`config.mk`:
```
export PLATFORM = sky130hd
export DESIGN_NAME = i2c_slave_regif
export DESIGN_NICKNAME = d
export VERILOG_FILES = /design/src/rtl/i2c_pkg.sv /design/src/rtl/i2c_line_sync.sv /design/src/rtl/i2c_slave_regif.sv
export SDC_FILE = /design/constraint.sdc
export NUM_CORES = 1
export LEC_CHECK = 0
export ABC_AREA = 0
export BUFFER_PORTS_ARGS = -buffer_cell sky130_fd_sc_hd__buf_2
export CAP_MARGIN = 20
export CORE_ASPECT_RATIO = 0.8
export CORE_MARGIN = 2
export CORE_UTILIZATION = 45
export DETAILED_ROUTE_END_ITERATION = 10
export PLACE_DENSITY = 0.77
export SETUP_SLACK_MARGIN = 0.1
export SLEW_MARGIN = 15
export SYNTH_ARGS = -nofsm -noshare
export SYNTH_HDL_FRONTEND = slang
export SYNTH_HIERARCHICAL = 1
export SYNTH_SLANG_ARGS = --single-unit
```
`constraint.sdc`:
```
create_clock -name clk -period 3.38 [get_ports clk]
set_clock_uncertainty 0.1 [all_clocks]
set_input_delay 0.507 -clock clk [delete_from_list [all_inputs] [get_ports clk]]
set_output_delay 0.507 -clock clk [all_outputs]
set_load 0.03 [all_outputs]
```
`src/rtl/i2c_pkg.sv`:
```
// Shared definitions for the I2C register-interface target: FSM encodings,
// bus-level constants and small helpers.
`timescale 1ns/1ps
package i2c_pkg;

  localparam logic [3:0] BYTE_BITS = 4'd8;
  localparam logic       ACK_BIT   = 1'b0;
  localparam logic       NACK_BIT  = 1'b1;
  localparam logic       RW_READ   = 1'b1;

  typedef enum logic [3:0] {
    ST_IDLE     = 4'd0,
    ST_DEV_ADDR = 4'd1,
    ST_DEV_ACK  = 4'd2,
    ST_REG_ADDR = 4'd3,
    ST_REG_ACK  = 4'd4,
    ST_WR_DATA  = 4'd5,
    ST_WR_ACK   = 4'd6,
    ST_RD_LOAD  = 4'd7,
    ST_RD_DATA  = 4'd8,
    ST_RD_ACK   = 4'd9,
    ST_IGNORE   = 4'd10
  } i2c_state_e;

  function automatic logic addr_match(input logic [7:0] addr_byte, input logic [6:0] dev);
    return (addr_byte[7:1] == dev);
  endfunction

endpackage

```
`src/rtl/i2c_line_sync.sv`:
```
// Brings the raw SCL/SDA lines into the clk domain and derives SCL edges
// plus START/STOP conditions from the synchronized samples.
`timescale 1ns/1ps
module i2c_line_sync (
  input  logic clk,
  input  logic rst,
  input  logic scl_i,
  input  logic sda_i,
  output logic sda_s,
  output logic scl_rise,
  output logic scl_fall,
  output logic start_det,
  output logic stop_det
);

  // [0],[1] form the synchronizer, [2] is the history flop used for edges.
  logic [2:0] r_scl;
  logic [2:0] r_sda;
  logic       w_scl_high;

  // Synchronizer and history chain; preset high to match an idle bus.
  always_ff @(posedge clk or posedge rst) begin
    if (rst) begin
      r_scl <= 3'b111;
      r_sda <= 3'b111;
    end else begin
      r_scl <= {r_scl[1:0], scl_i};
      r_sda <= {r_sda[1:0], sda_i};
    end
  end

  assign w_scl_high = r_scl[1] & r_scl[2];
  assign sda_s      = r_sda[1];
  assign scl_rise   = r_scl[1] & ~r_scl[2];
  assign scl_fall   = ~r_scl[1] & r_scl[2];
  assign start_det  = w_scl_high & ~r_sda[1] & r_sda[2];
  assign stop_det   = w_scl_high & r_sda[1] & ~r_sda[2];

endmodule

```
`src/rtl/i2c_slave_regif.sv`:
```
// I2C target with an auto-incrementing 8-bit register pointer: written bytes
// become wr_en strobes, reads fetch through rd_en and shift out MSB first.
`timescale 1ns/1ps
module i2c_slave_regif #(
  parameter logic [6:0] DEV_ADDR = 7'h55
) (
  input  logic       clk,
  input  logic       rst,
  input  logic       scl_i,
  input  logic       sda_i,
  output logic       sda_oe,
  output logic       wr_en,
  output logic [7:0] wr_addr,
  output logic [7:0] wr_data,
  output logic       rd_en,
  output logic [7:0] rd_addr,
  input  logic [7:0] rd_data,
  output logic       busy,
  output logic [3:0] state_o
);
  import i2c_pkg::*;

  logic       w_sda;
  logic       w_scl_rise;
  logic       w_scl_fall;
  logic       w_start_det;
  logic       w_stop_det;
  logic       w_byte_done;

  i2c_state_e r_state;
  i2c_state_e w_state_nxt;
  logic [3:0] r_bit_cnt;
  logic [3:0] w_bit_cnt_nxt;
  logic [1:0] r_ld_cnt;
  logic [1:0] w_ld_cnt_nxt;
  logic [7:0] r_shift;
  logic [7:0] w_shift_nxt;
  logic [7:0] r_ptr;
  logic [7:0] w_ptr_nxt;
  logic       r_sda_oe;
  logic       w_sda_oe_nxt;
  logic       r_busy;
  logic       w_busy_nxt;
  logic       r_wr_en;
  logic       w_wr_en_nxt;
  logic [7:0] r_wr_addr;
  logic [7:0] w_wr_addr_nxt;
  logic [7:0] r_wr_data;
  logic [7:0] w_wr_data_nxt;
  logic       r_rd_en;
  logic       w_rd_en_nxt;
  logic [7:0] r_rd_addr;
  logic [7:0] w_rd_addr_nxt;

  i2c_line_sync u_line_sync (
    .clk       (clk),
    .rst       (rst),
    .scl_i     (scl_i),
    .sda_i     (sda_i),
    .sda_s     (w_sda),
    .scl_rise  (w_scl_rise),
    .scl_fall  (w_scl_fall),
    .start_det (w_start_det),
    .stop_det  (w_stop_det)
  );

  assign w_byte_done = (r_bit_cnt == BYTE_BITS);

  // State and datapath registers; reset also releases SDA asynchronously.
  always_ff @(posedge clk or posedge rst) begin
    if (rst) begin
      r_state   <= ST_IDLE;
      r_bit_cnt <= 4'd0;
      r_ld_cnt  <= 2'd0;
      r_shift   <= 8'd0;
      r_ptr     <= 8'd0;
      r_sda_oe  <= 1'b0;
      r_busy    <= 1'b0;
      r_wr_en   <= 1'b0;
      r_wr_addr <= 8'd0;
      r_wr_data <= 8'd0;
      r_rd_en   <= 1'b0;
      r_rd_addr <= 8'd0;
    end else begin
      r_state   <= w_state_nxt;
      r_bit_cnt <= w_bit_cnt_nxt;
      r_ld_cnt  <= w_ld_cnt_nxt;
      r_shift   <= w_shift_nxt;
      r_ptr     <= w_ptr_nxt;
      r_sda_oe  <= w_sda_oe_nxt;
      r_busy    <= w_busy_nxt;
      r_wr_en   <= w_wr_en_nxt;
      r_wr_addr <= w_wr_addr_nxt;
      r_wr_data <= w_wr_data_nxt;
      r_rd_en   <= w_rd_en_nxt;
      r_rd_addr <= w_rd_addr_nxt;
    end
  end

  // Next-state and output logic; START/STOP override any SCL edge.
  always_comb begin
    w_state_nxt   = r_state;
    w_bit_cnt_nxt = r_bit_cnt;
    w_ld_cnt_nxt  = r_ld_cnt;
    w_shift_nxt   = r_shift;
    w_ptr_nxt     = r_ptr;
    w_sda_oe_nxt  = r_sda_oe;
    w_busy_nxt    = r_busy;
    w_wr_en_nxt   = 1'b0;
    w_wr_addr_nxt = r_wr_addr;
    w_wr_data_nxt = r_wr_data;
    w_rd_en_nxt   = 1'b0;
    w_rd_addr_nxt = r_rd_addr;

    if (w_stop_det) begin
      w_state_nxt   = ST_IDLE;
      w_sda_oe_nxt  = 1'b0;
      w_busy_nxt    = 1'b0;
      w_bit_cnt_nxt = 4'd0;
    end else if (w_start_det) begin
      w_state_nxt   = ST_DEV_ADDR;
      w_sda_oe_nxt  = 1'b0;
      w_bit_cnt_nxt = 4'd0;
    end else begin
      case (r_state)
        ST_DEV_ADDR, ST_REG_ADDR, ST_WR_DATA: begin
          if (w_scl_rise && !w_byte_done) begin
            w_shift_nxt   = {r_shift[6:0], w_sda};
            w_bit_cnt_nxt = r_bit_cnt + 4'd1;
          end else if (w_scl_fall && w_byte_done) begin
            w_bit_cnt_nxt = 4'd0;
            w_sda_oe_nxt  = 1'b1;
            if (r_state == ST_DEV_ADDR) begin
              if (addr_match(r_shift, DEV_ADDR)) begin
                w_state_nxt = ST_DEV_ACK;
                w_busy_nxt  = 1'b1;
              end else begin
                w_state_nxt  = ST_IGNORE;
                w_sda_oe_nxt = 1'b0;
              end
            end else if (r_state == ST_REG_ADDR) begin
              w_ptr_nxt   = r_shift;
              w_state_nxt = ST_REG_ACK;
            end else begin
              w_wr_en_nxt   = 1'b1;
              w_wr_addr_nxt = r_ptr;
              w_wr_data_nxt = r_shift;
              w_state_nxt   = ST_WR_ACK;
            end
          end else begin
            w_shift_nxt = r_shift;
          end
        end

        // Reads leave on the ACK rise so the first data bit is ready for the ACK fall.
        ST_DEV_ACK: begin
          if (w_scl_rise && (r_shift[0] == RW_READ)) begin
            w_state_nxt  = ST_RD_LOAD;
            w_ld_cnt_nxt = 2'd0;
          end else if (w_scl_fall) begin
            w_state_nxt   = ST_REG_ADDR;
            w_sda_oe_nxt  = 1'b0;
            w_bit_cnt_nxt = 4'd0;
          end else begin
            w_state_nxt = ST_DEV_ACK;
          end
        end

        ST_REG_ACK, ST_WR_ACK: begin
          if (w_scl_fall) begin
            w_state_nxt   = ST_WR_DATA;
            w_sda_oe_nxt  = 1'b0;
            w_bit_cnt_nxt = 4'd0;
            if (r_state == ST_WR_ACK) begin
              w_ptr_nxt = r_ptr + 8'd1;
            end else begin
              w_ptr_nxt = r_ptr;
            end
          end else begin
            w_state_nxt = r_state;
          end
        end

        // Request, wait one clk for the register side, then capture.
        ST_RD_LOAD: begin
          case (r_ld_cnt)
            2'd0: begin
              w_rd_en_nxt   = 1'b1;
              w_rd_addr_nxt = r_ptr;
              w_ld_cnt_nxt  = 2'd1;
            end
            2'd1: begin
              w_ld_cnt_nxt = 2'd2;
            end
            default: begin
              w_shift_nxt   = rd_data;
              w_bit_cnt_nxt = 4'd0;
              w_ld_cnt_nxt  = 2'd0;
              w_state_nxt   = ST_RD_DATA;
            end
          endcase
        end

        ST_RD_DATA: begin
          if (w_scl_fall) begin
            if (!w_byte_done) begin
              w_sda_oe_nxt  = ~r_shift[7];
              w_shift_nxt   = {r_shift[6:0], 1'b0};
              w_bit_cnt_nxt = r_bit_cnt + 4'd1;
            end else begin
              w_sda_oe_nxt  = 1'b0;
              w_bit_cnt_nxt = 4'd0;
              w_state_nxt   = ST_RD_ACK;
            end
          end else begin
            w_state_nxt = ST_RD_DATA;
          end
        end

        ST_RD_ACK: begin
          if (w_scl_rise) begin
            if (w_sda == ACK_BIT) begin
              w_ptr_nxt    = r_ptr + 8'd1;
              w_ld_cnt_nxt = 2'd0;
              w_state_nxt  = ST_RD_LOAD;
            end else begin
              w_state_nxt = ST_IGNORE;
            end
          end else begin
            w_state_nxt = ST_RD_ACK;
          end
        end

        ST_IDLE, ST_IGNORE: begin
          w_sda_oe_nxt = 1'b0;
        end

        default: begin
          w_state_nxt  = ST_IDLE;
          w_sda_oe_nxt = 1'b0;
          w_busy_nxt   = 1'b0;
        end
      endcase
    end
  end

  assign sda_oe  = r_sda_oe;
  assign wr_en   = r_wr_en;
  assign wr_addr = r_wr_addr;
  assign wr_data = r_wr_data;
  assign rd_en   = r_rd_en;
  assign rd_addr = r_rd_addr;
  assign busy    = r_busy;
  assign state_o = r_state;

endmodule

```
==> metrics.md, run 1 <==
| Metric | Value |
|---|---|
| Status | `finished clean` |
| Post-CTS Setup Inserts | `0` |
| PwrDens | `roughly 750 nW/um^2` |
| Multi-input logic area | `around 1500 um^2` |
| Layout cells sized above 1 | `33.82%` |
| Period utilisation layout | `between 80% and 90%` |
| Syn_area_per_cell | `10.87 um^2` |
| Slew headroom | `41.22%` |
| Avg WL per Cell | `16.52 um` |
| Yosys reg bits | `60` |
| Antenna cells | `0` |
| Die area | `7795 um^2` |
| CTS H-Tree Depth | `3` |
| Worst slew pin tran | `0.8804 ns` |
| VDD IR max | `0.3758 mV` |
| Syn-to-layout area delta | `15.07%` |
| Vias in the first global route | `2,441` |
| Via-per-instance ratio | `5.716` |
| DR vias | `2,458` |
| RePlAce Congestion | `0.9400` |
| IO Port Bufs | `43` |
| Ys flop type | `dfrtp_1` |
| Total CTS buffers | `9` |
| Routed Antenna Nets | `0` |
| IO Pins | `44` |
| M1 WL | `3394 um` |
| First-pass GRT wire length | `12,210 um` |
| Crit. End Element | `flop` |
| Cell row count | `27` |
| Initial antenna violation count | `0` |
| Post-layout minimum cycle time | `between 2 and 3 ns` |
| DR WL met2 | `3202 um` |
| Total wire length | `a little over 7000 um` |
| Fin cells | `430` |
| Critical path's slowest cell | `dfstp_2` |
| CP Class | `flop to flop` |
| Final global-route overflow total | `0` |
| Dpl cells | `414` |
| Die width | `98.22 um` |
| Synth warn | `6` |
| Bufs and invs on worst path | `2` |
| CTS clk-pin slew, worst paths | `0.07 ns` |
| Post-cts resize count | `0` |
| WL met3 | `420 um` |
| Post-CTS Hold Fix Bufs | `0` |
| RSZ-0062 raised after global routing | `false` |
| Most frequent cells in the layout | `dfrtp_1 (54), buf_2 (43), nor2_1 (25)` |
| HP Class | `input port to flop` |
| Syn nets | `309` |
| Critical-path cell list | `nor2b_1 > inv_2 > or3_4 > nor3_4 > buf_4 > mux2_2` |
| Worst path max stage delay | `between 0.5 and 0.6 ns` |
| Commonest non-fill, non-tap cell in the layout | `dfrtp_1` |
| Worst-path fanout max | `9` |
| Pleak | `between 0.0015 and 0.002 uW` |
| Worst setup SP type | `flop` |
| Worst Path Arrival | `2.87 ns` |
| Core area | `6892 um^2` |
| Final HPWL DP | `5045 um` |
| Largest net degree at the start of global routing | `45` |
| Max cap viols | `0` |
| Distinct cells, synth | `64` |
| Post-synth EDFFs | `0` |
| Fill count | `632` |
| Initial core utilization | `46.37%` |
| Clock sink count | `60` |
| Final hold violation count | `0` |
| Final nets | `353` |
| Register Area | `1509 um^2` |
| Height of the die | `79.37 um` |
| DRC viols | `0` |
| Fraction of registers with async set/reset | `100.0%` |
| Clock latency on the worst-skew pair | `0.34 ns` |
| CTS tree | `yes` |
| Delay-heaviest family, CP | `simple AND/OR/NAND/NOR gates` |
| GRT Overall Usage | `about 20%` |
| Worst setup margin | `0.6377 ns` |
| Detailed Routing Iterations Pass 1 | `4` |
| Clock root cell | `clkbuf_8` |
| Iter 0 DRT Violations | `122` |
| Worst-case clock buffer depth | `2` |
| Netlist area before placement | `3196 um^2` |
| Req. time, crit path | `3.50 ns` |
| Sequential fraction of the synthesis area | `47.22%` |
| Pre-CTS setup slack | `approximately 0.64 ns` |
| Mapped Cells | `294` |
| Highest routed layer | `met4` |
| Setup violations, final | `0` |
| Overall power | `between 2000 and 3000 uW` |
| FMAX | `364.7 MHz` |
| Setup TNS | `0 ns` |
| Final Max Slew Viols | `0` |
[Yosys cell counts, types with 3 or more instances]
library cell	count	area, um^2
buf_6	3	33.78
a21oi_1	20	100.1
o21ai_0	14	70.07
dfrtp_1	54	1351
mux2_2	22	247.7
nand3_1	11	55.05
buf_4	6	45.04
nand2_1	9	33.78
o22a_1	8	70.07
mux2i_1	8	80.08
nor2_1	25	93.84
o31ai_1	3	22.52
o211ai_1	5	37.54
nor4_1	3	18.77
nand2b_1	6	37.54
buf_2	5	25.02
and3_1	5	31.28
inv_1	7	26.28
ha_1	3	37.54
dfstp_2	6	157.7
a31oi_1	6	37.54
nor3_1	7	35.03
nor2b_1	6	37.54
[worst reg2reg max path: cells and delay by family, from the launching register on]
family / cells / cell delay (ns)
buffers and inverters: 2 / 0.40
DFF: 1 / 0.55
and+or+nand+nor: 3 / 1.23
muxes: 1 / 0.35
[registers in the layout, indices dropped and copies added (netlist names), 2 cells and up]
register / cells
u_line_sync/r_scl: 3
r_bit_cnt: 4
wr_data: 8
rd_addr: 8
u_line_sync/r_sda: 3
r_ld_cnt: 2
state_o: 4
r_shift: 8
r_ptr: 8
wr_addr: 8
[cell type report]
| cell class | instances | share of cell area (%) |
|---|---|---|
| Timing Repair Buffer | 49 | 7.077 |
| Sequential cell | 60 | 41.03 |
| Clock buffer | 10 | 3.743 |
| Inverter | 9 | 0.9187 |
| Tap cell | 87 | 2.960 |
| Multi-Input combinational cell | 209 | 41.92 |
| Clock inverter | 6 | 2.348 |
[path summary, 6_finish.rpt]
kind	start	to	slack, ns	cells after the start
max	u_line_sync/r_scl[2]$_DFF_PP1_	wr_data[2]$_DFFE_PP0P_	0.64	6
min	sda_i	u_line_sync/r_sda[0]$_DFF_PP1_	0.16	1
max reg2reg	u_line_sync/r_scl[2]$_DFF_PP1_	wr_data[2]$_DFFE_PP0P_	0.64	6
min reg2reg	u_line_sync/r_sda[0]$_DFF_PP1_	u_line_sync/r_sda[1]$_DFF_PP1_	0.26	0
max in group asynchronous	rst	r_bit_cnt[1]$_DFFE_PP0P_	2.28	3
min in group asynchronous	rst	u_line_sync/r_sda[2]$_DFF_PP1_	0.21	2
[per-stage QoR]
step / instance area (um^2) / utilization (%) / hold slack (ns)
after floorplan: 3196 / - / 0.2452
after global placement: 3453 / 50.11 / 0.2472
after detailed placement: 3453 / 50.11 / 0.2475
after CTS: 3677 / 53.36 / 0.1496
after global routing: 3677 / 53.36 / 0.1480
final: 3677 / 53.36 / 0.1631
[cells by family (layout without fill, tap and decap cells)]
logic type / after synthesis / in the layout / share of synthesized area [%]
simple gates: 97 / 97 / 19.07
buf+inv: 25 / 74 / 4.542
compound gates: 76 / 76 / 16.76
fa+ha+maj: 3 / 3 / 1.175
xor+xnor: 1 / 1 / 0.2741
flops: 60 / 60 / 47.22
mux: 32 / 32 / 10.96
[power by group]
part	switching [uW]	internal, uW
clock network	295	435
logic	562	377
registers	233	858
[routing by layer]
layer	global-route usage [%]	vias up
met5	0	-
met4	6.027	0
met3	5.954	8
met2	30.41	64
met1	27.33	1215
li1	-	1171
Note: power is estimated with default switching activity, not from simulation.
==> inputs of run 2 (changes only) <==
--- a/config.mk
+++ b/config.mk
@@ -12,7 +12,7 @@
 export CORE_MARGIN = 2
 export CORE_UTILIZATION = 45
 export DETAILED_ROUTE_END_ITERATION = 10
-export PLACE_DENSITY = 0.77
+export PLACE_DENSITY = 0.79
 export SETUP_SLACK_MARGIN = 0.1
 export SLEW_MARGIN = 15
 export SYNTH_ARGS = -nofsm -noshare
==> constraint.sdc (replaced) <==
create_clock -name clk -period 2.2 [get_ports clk]
set_clock_uncertainty 0.1 [all_clocks]
set_input_delay 0.33 -clock clk [delete_from_list [all_inputs] [get_ports clk]]
set_output_delay 0.33 -clock clk [all_outputs]
set_load 0.03 [all_outputs]
==> run 2 against run 1 <==
  * Global-route usage rose by 1.1 points
  * Total power rose by 69%
  * Clock power rose by 33%
  * Sequential share of layout area fell by 5.3 points
  * Non-clock buffer count rose by 45
  * Worst hold slack improved by 0.052 ns
  * Fmax rose by 31%
  * First-iteration DRC count rose by 84%
  * Die area did not move
  * Register-to-register slack got worse by 0.53 ns
  * Utilization rose by 8.2 points
  * Final area rose by 15%
==> metrics.md, run 2 (synthesis results as in run 1) <==
| Metric | Value |
|---|---|
| IO Port Bufs | `43` |
| Dpl cells | `435` |
| DRC viols | `0` |
| Die width | `98.22 um` |
| Final hold violation count | `0` |
| Worst setup SP type | `flop` |
| Worst-case clock buffer depth | `2` |
| Vias in the first global route | `2,527` |
| Core area | `6892 um^2` |
| Status | `finished clean` |
| Commonest non-fill, non-tap cell in the layout | `dfrtp_1` |
| Routed Antenna Nets | `0` |
| Clock latency on the worst-skew pair | `0.33 ns` |
| Post-layout minimum cycle time | `about 2.1 ns` |
| Slew headroom | `approximately 65%` |
| Worst-path fanout max | `8` |
| DR vias | `roughly 2.7k` |
| Depth of the most critical reg-to-reg path | `5` |
| Crit. End Element | `flop` |
| CTS clk-pin slew, worst paths | `0.06 ns` |
| Cell row count | `27` |
| Register Area | `1515 um^2` |
| CTS H-Tree Depth | `3` |
| Multi-input logic area | `1678 um^2` |
| Die area | `7795 um^2` |
| Final Max Slew Viols | `0` |
| Period utilisation layout | `95.30%` |
| Height of the die | `about 80 um` |
| HP Class | `input port to flop` |
| Avg WL per Cell | `17.23 um` |
| Syn-to-layout area delta | `32.73%` |
| CTS tree | `yes` |
| Worst Path Arrival | `2.21 ns` |
| Clock root cell | `clkbuf_8` |
| Max cap viols | `0` |
| Pre-CTS setup slack | `about 0.018 ns` |
| Clock sink count | `60` |
| Initial antenna violation count | `0` |
| Detailed Routing Iterations Pass 1 | `4` |
| First-pass GRT wire length | `12,900 um` |
| GRT Overall Usage | `20.94%` |
| Final HPWL DP | `5444 um` |
| Fill count | `573` |
| Setup TNS | `0 ns` |
| Worst slew pin tran | `between 0.5 and 0.6 ns` |
| FMAX | `476.9 MHz` |
| Iter 0 DRT Violations | `around 220` |
| Largest net degree at the start of global routing | `55` |
| Req. time, crit path | `2.31 ns` |
| IO Pins | `44` |
| Via-per-instance ratio | `5.625` |
| Antenna cells | `0` |
| RSZ-0062 raised after global routing | `true` |
| CP Class | `flop to flop` |
| Total CTS buffers | `9` |
| Final nets | `398` |
| Hold path depth | `3` |
| VDD IR max | `0.6767 mV` |
| RePlAce Congestion | `0.9329` |
| PwrDens | `1101 nW/um^2` |
| Total wire length | `8185 um` |
| Fin cells | `475` |
| Initial core utilization | `46.37%` |
| Most frequent cells in the layout | `dfrtp_1 (51), buf_2 (43), buf_4 (37)` |
| Pleak | `0.001993 uW` |
| Util after Layout | `roughly three fifths` |
| Worst setup margin | `0.1033 ns` |
| Setup violations, final | `0` |
| Layout cells sized above 1 | `44.85%` |
| Final global-route overflow total | `0` |
## run 2: power by group
part / switching [uW] / leakage (uW) / internal [uW] / total, uW
combinational: 1060 / 0.00115 / 984 / 2040
sequential: 331 / 0.000751 / 1330 / 1660
clock: 419 / 0.0000974 / 552 / 971
## run 2: critical path, cell delays in order, from the launching register on
cell     delay (ns)
dfstp_2        0.52
and4b_2        0.23
or2_4          0.30
nor3_4         0.30
buf_6          0.19
mux2_2         0.34
## run 2: final cells by class
class	count	share of cell area, %
Clock inverter	3	0.9440
Tap cell	87	2.566
Sequential cell	60	35.72
Timing Repair Buffer	94	16.81
Multi-Input combinational cell	209	39.56
Inverter	9	0.8850
Clock buffer	13	3.510
## run 2: metrics by stage
stage          hold WS (ns)  instance area (um^2)  power (uW)
3_3_place_gp         0.2454                  3714        3328
3_5_place_dp         0.2468                  3714        3368
6_report             0.2151                  4242        4670
2_1_floorplan        0.2290                  3246        2845
4_1_cts              0.2010                  4016        4417
5_1_grt              0.2124                  4242        4961
## run 2: metal layers
layer	vias up	GRT usage (%)	wire length, um
li1	1264	-	-
met1	1329	30.26	3824
met2	74	31.51	3891
met3	5	6.042	426
met4	0	4.795	43
met5	-	0	0
## run 2: repair_timing
item | 4_1_cts | 5_1_grt
hold endpoints to repair | 56 | 0
buffers inserted | 5 | 14
pin swaps | 2 | 6
hold buffers | 3 | 0
cloned | 1 | 1
gates resized for setup | 9 | 21
setup endpoints to repair | 28 | 39
## run 2: worst paths after layout
| kind | from | endpoint | slack, ns |
|---|---|---|---|
| min reg2reg | u_line_sync/r_sda[0]$_DFF_PP1_ | u_line_sync/r_sda[1]$_DFF_PP1_ | 0.26 |
| max | u_line_sync/r_sda[2]$_DFF_PP1_ | wr_addr[4]$_DFFE_PP0P_ | 0.10 |
| min | rd_data[3] | r_shift[3]$_DFFE_PP0P_ | 0.22 |
| max reg2reg | u_line_sync/r_sda[2]$_DFF_PP1_ | wr_addr[4]$_DFFE_PP0P_ | 0.10 |
| max in group asynchronous | rst | r_bit_cnt[1]$_DFFE_PP0P_ | 1.25 |
| min in group asynchronous | rst | state_o[0]$_DFFE_PP0P_ | 0.50 |
